`config.mk`:
```
export PLATFORM = sky130hd
export DESIGN_NAME = led_pwm_engine
export DESIGN_NICKNAME = d
export VERILOG_FILES = /design/src/rtl/led_driver_pkg.sv /design/src/rtl/led_pwm_channel.sv /design/src/rtl/led_pwm_engine.sv
export SDC_FILE = /design/constraint.sdc
export NUM_CORES = 1
export LEC_CHECK = 0
export CAP_MARGIN = 10
export CORE_MARGIN = 1
export CORE_UTILIZATION = 39
export DETAILED_ROUTE_END_ITERATION = 10
export HOLD_SLACK_MARGIN = 0.06
export PLACE_DENSITY_LB_ADDON = 0.05
export SLEW_MARGIN = 20
export SYNTH_ARGS = -nofsm -noshare
export SYNTH_HDL_FRONTEND = slang
export SYNTH_SLANG_ARGS = --single-unit
```
`constraint.sdc`:
```
create_clock -name clk -period 3.85 [get_ports clk]
set_clock_uncertainty 0.1 [all_clocks]
set_input_delay 0.5775 -clock clk [delete_from_list [all_inputs] [get_ports clk]]
set_output_delay 0.5775 -clock clk [all_outputs]
set_load 0.1 [all_outputs]
```
`src/rtl/led_driver_pkg.sv`:
```
// Shared definitions for the LED PWM engine: register map, MODE bit positions
// and the per-channel LEDOUT output selector.
package led_driver_pkg;

    typedef enum logic [7:0] {
        REG_MODE    = 8'h00,
        REG_GRPPWM  = 8'h01,
        REG_GRPFREQ = 8'h02,
        REG_FADE    = 8'h03,
        REG_LEDOUT0 = 8'h04,
        REG_LEDOUT1 = 8'h05,
        REG_LEDOUT2 = 8'h06,
        REG_LEDOUT3 = 8'h07,
        REG_PWM     = 8'h10
    } reg_enum_t;

    localparam int MODE_FADE_EN = 0;
    localparam int MODE_INVRT   = 2;
    localparam int MODE_DMBLNK  = 3;
    localparam int MODE_SLEEP   = 4;

    typedef enum logic [1:0] {
        LED_OFF = 2'b00,
        LED_ON  = 2'b01,
        LED_PWM = 2'b10,
        LED_GRP = 2'b11
    } led_mode_t;

    // Address of the idx-th register in an indexed bank (LEDOUTk, PWMi).
    function automatic logic [7:0] reg_at(reg_enum_t base, int idx);
        return 8'(32'(base) + 32'(idx));
    endfunction

endpackage

```
`src/rtl/led_pwm_channel.sv`:
```
// One LED channel: applied duty register with glitch-free/fading update,
// duty comparator and LEDOUT output selector.
module led_pwm_channel
    import led_driver_pkg::*;
#(
    parameter int PWM_BITS = 8
) (
    input  logic                clk,
    input  logic                reset_n,
    input  logic [PWM_BITS-1:0] cnt,
    input  logic                period_end,
    input  logic                fade_en,
    input  logic                fade_step,
    input  logic [PWM_BITS-1:0] target,
    input  led_mode_t           mode,
    input  logic                gate,
    output logic                pre_out,
    output logic                busy
);

    logic [PWM_BITS-1:0] duty;
    logic                raw;

    // Duty only moves at a period boundary so a running period is never cut short.
    always_ff @(posedge clk) begin
        if (!reset_n) begin
            duty <= '0;
        end else if (period_end) begin
            if (!fade_en) begin
                duty <= target;
            end else if (fade_step) begin
                if (duty < target) begin
                    duty <= duty + PWM_BITS'(1);
                end else if (duty > target) begin
                    duty <= duty - PWM_BITS'(1);
                end
            end
        end
    end

    always_comb begin
        raw     = (cnt < duty);
        pre_out = 1'b0;
        case (mode)
            LED_OFF: pre_out = 1'b0;
            LED_ON:  pre_out = 1'b1;
            LED_PWM: pre_out = raw;
            LED_GRP: pre_out = raw & gate;
            default: pre_out = 1'b0;
        endcase
        busy = (duty != target);
    end

endmodule

```
`src/rtl/led_pwm_engine.sv`:
```
// N-channel LED PWM core: register file, PWM counter, group dim/blink counter,
// fade prescaler and registered LED outputs.
module led_pwm_engine
    import led_driver_pkg::*;
#(
    parameter int NUM_CH    = 4,
    parameter int PWM_BITS  = 8,
    parameter int GRP_DIV   = 2,
    parameter int DATA_BITS = 8
) (
    input  logic                 clk,
    input  logic                 reset_n,
    input  logic                 pwm_tick,
    input  logic                 reg_wr,
    input  logic [7:0]           reg_addr,
    input  logic [DATA_BITS-1:0] reg_wdata,
    output logic [DATA_BITS-1:0] reg_rdata,
    output logic [NUM_CH-1:0]    leds,
    output logic                 fade_active
);

    localparam int NUM_LO = (NUM_CH + 3) / 4;
    localparam int PRE_W  = (DATA_BITS > 16) ? DATA_BITS : 16;

    logic [DATA_BITS-1:0] mode_reg, grppwm_reg, grpfreq_reg, fade_rate_reg;
    logic [DATA_BITS-1:0] ledout_reg [NUM_LO];
    logic [DATA_BITS-1:0] pwm_reg    [NUM_CH];
    logic [DATA_BITS-1:0] rd_next;

    logic [PWM_BITS-1:0]  cnt, grp_cnt;
    logic [DATA_BITS-1:0] fade_pre;
    logic [PRE_W-1:0]     grp_pre, grp_limit;

    logic sleep, invert, fade_en, dmblnk;
    logic period_end, fade_step, gate;
    logic [NUM_CH-1:0] pre_out, busy, gated;
    logic unused_bits;

    assign sleep   = mode_reg[MODE_SLEEP];
    assign invert  = mode_reg[MODE_INVRT];
    assign fade_en = mode_reg[MODE_FADE_EN];
    assign dmblnk  = mode_reg[MODE_DMBLNK];

    // Sleep freezes every counter, so no period ever ends while asleep.
    assign period_end = pwm_tick && !sleep && (cnt == '1);
    assign fade_step  = period_end && fade_en && (fade_pre >= fade_rate_reg);
    assign grp_limit  = dmblnk ? PRE_W'(grpfreq_reg) : PRE_W'(GRP_DIV - 1);
    assign gate       = (DATA_BITS'(grp_cnt) < grppwm_reg);

    always_ff @(posedge clk) begin
        if (!reset_n) begin
            mode_reg      <= '0;
            grppwm_reg    <= '0;
            grpfreq_reg   <= '0;
            fade_rate_reg <= '0;
            for (int k = 0; k < NUM_LO; k++) ledout_reg[k] <= '0;
            for (int i = 0; i < NUM_CH; i++) pwm_reg[i] <= '0;
        end else if (reg_wr) begin
            if (reg_addr == reg_at(REG_MODE, 0))    mode_reg      <= reg_wdata;
            if (reg_addr == reg_at(REG_GRPPWM, 0))  grppwm_reg    <= reg_wdata;
            if (reg_addr == reg_at(REG_GRPFREQ, 0)) grpfreq_reg   <= reg_wdata;
            if (reg_addr == reg_at(REG_FADE, 0))    fade_rate_reg <= reg_wdata;
            for (int k = 0; k < NUM_LO; k++) begin
                if (reg_addr == reg_at(REG_LEDOUT0, k)) ledout_reg[k] <= reg_wdata;
            end
            for (int i = 0; i < NUM_CH; i++) begin
                if (reg_addr == reg_at(REG_PWM, i)) pwm_reg[i] <= reg_wdata;
            end
        end
    end

    always_comb begin
        rd_next = '0;
        if (reg_addr == reg_at(REG_MODE, 0))    rd_next = mode_reg;
        if (reg_addr == reg_at(REG_GRPPWM, 0))  rd_next = grppwm_reg;
        if (reg_addr == reg_at(REG_GRPFREQ, 0)) rd_next = grpfreq_reg;
        if (reg_addr == reg_at(REG_FADE, 0))    rd_next = fade_rate_reg;
        for (int k = 0; k < NUM_LO; k++) begin
            if (reg_addr == reg_at(REG_LEDOUT0, k)) rd_next = ledout_reg[k];
        end
        for (int i = 0; i < NUM_CH; i++) begin
            if (reg_addr == reg_at(REG_PWM, i)) rd_next = pwm_reg[i];
        end
    end

    always_ff @(posedge clk) begin
        if (!reset_n) begin
            cnt      <= '0;
            grp_cnt  <= '0;
            fade_pre <= '0;
            grp_pre  <= '0;
        end else begin
            if (pwm_tick && !sleep) cnt <= cnt + PWM_BITS'(1);
            if (period_end && fade_en) begin
                fade_pre <= fade_step ? '0 : fade_pre + DATA_BITS'(1);
            end
            // Rate is chosen by the DMBLNK value seen at each period end; g keeps its value.
            if (period_end) begin
                if (grp_pre >= grp_limit) begin
                    grp_pre <= '0;
                    grp_cnt <= grp_cnt + PWM_BITS'(1);
                end else begin
                    grp_pre <= grp_pre + PRE_W'(1);
                end
            end
        end
    end

    for (genvar i = 0; i < NUM_CH; i++) begin : g_ch
        led_pwm_channel #(.PWM_BITS(PWM_BITS)) u_ch (
            .clk        (clk),
            .reset_n    (reset_n),
            .cnt        (cnt),
            .period_end (period_end),
            .fade_en    (fade_en),
            .fade_step  (fade_step),
            .target     (pwm_reg[i][PWM_BITS-1:0]),
            .mode       (led_mode_t'(ledout_reg[i/4][2*(i%4) +: 2])),
            .gate       (gate),
            .pre_out    (pre_out[i]),
            .busy       (busy[i])
        );
    end

    // Sleep blanks before inversion, so an inverted sleeping driver shows all ones.
    assign gated = sleep ? '0 : pre_out;

    always_ff @(posedge clk) begin
        if (!reset_n) begin
            leds        <= '0;
            fade_active <= 1'b0;
            reg_rdata   <= '0;
        end else begin
            leds        <= invert ? ~gated : gated;
            fade_active <= |busy;
            reg_rdata   <= rd_next;
        end
    end

    always_comb begin
        unused_bits = ^mode_reg;
        for (int k = 0; k < NUM_LO; k++) unused_bits = unused_bits ^ (^ledout_reg[k]);
        for (int i = 0; i < NUM_CH; i++) unused_bits = unused_bits ^ (^pwm_reg[i]);
    end

endmodule
```
==> reports/results.ini, run 1 <==
[synth]
yosysUniqueCellTypes=62
synth_seq_cells=157
synth_edf_count=40
synth_most_common_cell=a21oi_1
async_reset_ff_share_pct=0
synthTopCellsByArea=dfxtp_1, ha_1, edfxtp_1, a21oi_1, nand2_1
synth_common_cells=a21oi_1, dfxtp_1, nand2_1
synth-seq-area-share_pct=34.24
netlist_area_um2=10350
synth_top_area_share_pct=22.63
yosys_warnings=0
synth_top_area_cell=dfxtp_1
syn_nets=1306
ys.flop_type=dfxtp_1
synthCells=1167
syn_avg_cell_area_um2=8.869

[worst_setup_path]
critPathMaxFanout=8
r2r_slack_ns=0.42
crit_start=pwm_reg[3][1]$_SDFFCE_PN0P_
ff2ff_path_depth=13
worstPathArrival_ns=3.67
reg2reg_from=pwm_reg[3][1]$_SDFFCE_PN0P_
critical_path_class=reg2reg
start_kind=flip-flop
r2r_end=g_ch[3].u_ch.duty[6]$_SDFFE_PN0P_
cp-end-kind=flip-flop
cp.required_ns=4.09

[drt]
via_per_inst=5.535
drtAntennaViolNets=0
routed_wl_um=30960
drc=0
dr_total_vias=8530
dr.pass1.iters=5
wl_per_cell_um=20.09
drt_iter0_drc=621

[clocking]
cts_sinks=157
cts.clk_slew.worst_paths_ns=0.08
cts_tree=built
cts_buffer_depth=2
cts_buffers=17
clk_latency_ns=0.43
hold_buffers=0
cts_setup_buffers=0
cts_resized=0
h-tree-depth=4
cts_root_buffer=clkbuf_16

[grt]
grt_max_degree=38
antenna_found_initial=1
grt_first_pass_wirelength_um=47800
grt_pass1_vias=8111
overflow=0
track_usage_pct=23.65

[pwr]
pwr-share-comb_pct=7.0
peakVddDrop_v=0.0002619
finalPower_w=0.003725
p_sw_share_pct=26.73
power.switching_w=0.0009957
leakage_nw=4.341
pwr-share-clk_pct=46.0
power_density_nw_per_um2=320.2
p_int_w=0.002729
seqPwrFrac_pct=47.0

[timing]
drv_slew=0
period_minus_slack_ns=3.428
timing.final.ws_setup_ns=0.4219
tns_ns=0
final_hold_viol_count=0
fmax_mhz=291.7
setup_violations=0
tightest_slew_ns=1.017
rsz0062_at_grt=false
slew_headroom_pct=31.51
period_share_pct=89.04

[finish]
n_antenna_cell=0
regArea_um2=3545
fin_util_pct=44.64
drive_above_1_share_pct=7.214
n_fill_cell=2562
final_area_um2=11630
nNetsFinal=1332
multi_input_area_um2=6309
syn2layout_area_growth_pct=12.39

[place]
pre_cts_ws_ns=0.4838
place_hpwl_um=22980
placed_area_um2=11050
port_buffers=32
globalplace.congestion=0.8884

[min_path]
hp-class=reg2reg
worstHoldPathCells=2
hp-start=mode_reg[6]$_SDFFE_PN0P_
holdPathEnd=mode_reg[6]$_SDFFE_PN0P_

[job]
cap_violations=0

[die]
die_height_um=164.9
start_util_pct=39.72
rows=59
die_area_um2=27190
pin_count=33
core_area_um2=26060
die_x_um=164.9

[outcome]
status=finished, final reports clean

cell families after synthesis:
logic type	Yosys count	share of synthesized area [%]
and+or+nand+nor	356	17.15
adders and majority gates	119	14.68
AOI/OAI and AO/OA	335	21.48
buffers and inverters	126	4.884
DFF	157	34.24
muxes	38	4.521
xor gates and xnor gates	36	3.046
power groups by stage:
stage,combinational (W),sequential [W],clock [W]
global placement,0.000260,0.00179,0
finish,0.000262,0.00175,0.00171
CTS,0.000262,0.00175,0.00175
global route,0.000283,0.00175,0.00181
floorplan,0.000137,0.00179,0
detailed placement,0.000261,0.00179,0
worst max-delay path by stage:
stage | depth (start not counted) | slack [ns] | end
4_1_cts | 13 | 0.44 | g_ch[3].u_ch.duty[6]$_SDFFE_PN0P_
2_1_floorplan | 13 | 0.90 | g_ch[3].u_ch.duty[6]$_SDFFE_PN0P_
6_report | 13 | 0.42 | g_ch[3].u_ch.duty[6]$_SDFFE_PN0P_
3_5_place_dp | 13 | 0.48 | g_ch[3].u_ch.duty[6]$_SDFFE_PN0P_
3_3_place_gp | 13 | 0.57 | g_ch[3].u_ch.duty[7]$_SDFFE_PN0P_
5_1_grt | 13 | 0.16 | g_ch[3].u_ch.duty[7]$_SDFFE_PN0P_
critical path, stage by stage, from the launching register on:
cell and delay (ns):
edfxtp_1 0.46, inv_1 0.09, ha_1 0.23, nor2b_1 0.13
o211ai_1 0.27, a21oi_1 0.13, nand2b_1 0.33, fa_1 0.50
a211oi_1 0.33, o21bai_1 0.12, a21oi_1 0.19, xnor2_1 0.15
mux2i_1 0.10, a211oi_1 0.19
final cells by class:
class                   instances  share of cell area, %
well taps                     335                  3.603
repair buffers                 50                  4.023
clock buffers                  18                  3.689
multi-input cells             884                  54.23
inverters                      83                  2.678
clock inverters                14                  1.301
flip-flops and latches        157                  30.47
through the flow:
step	instances	hold slack, ns
floorplan	1167	0.3312
global placement	1509	0.3461
detailed placement	1509	0.3476
CTS	1541	0.3598
global route	1541	0.3848
finish	1541	0.3559
cell usage in the layout (no fill, tap or decap), types with 32 or more instances in the layout:
master / n
a21oi_1: 125
nand2_1: 117
dfxtp_1: 116
ha_1: 115
inv_1: 82
nor2_1: 69
a211oi_1: 50
and2_1: 41
edfxtp_1: 40
o21ai_0: 37
clkdlybuf4s50_1: 32
metal layers:
metal / up-vias / global-route usage, % / share of wire (%)
met5: - / 0 / 0
met4: 0 / 5.838 / 1.5
met3: 21 / 3.164 / 3.2
met2: 160 / 38.14 / 46
met1: 4047 / 33.15 / 50
li1: 4302 / - / -
No activity file was read; power rests on OpenSTA's default activity.
==> inputs of run 2 (changes only) <==
CAP_MARGIN = default   (was 10)
CORE_MARGIN = default   (was 1)
==> results of run 2 <==
Final layout, timing and power as in run 1 (identical DEF).
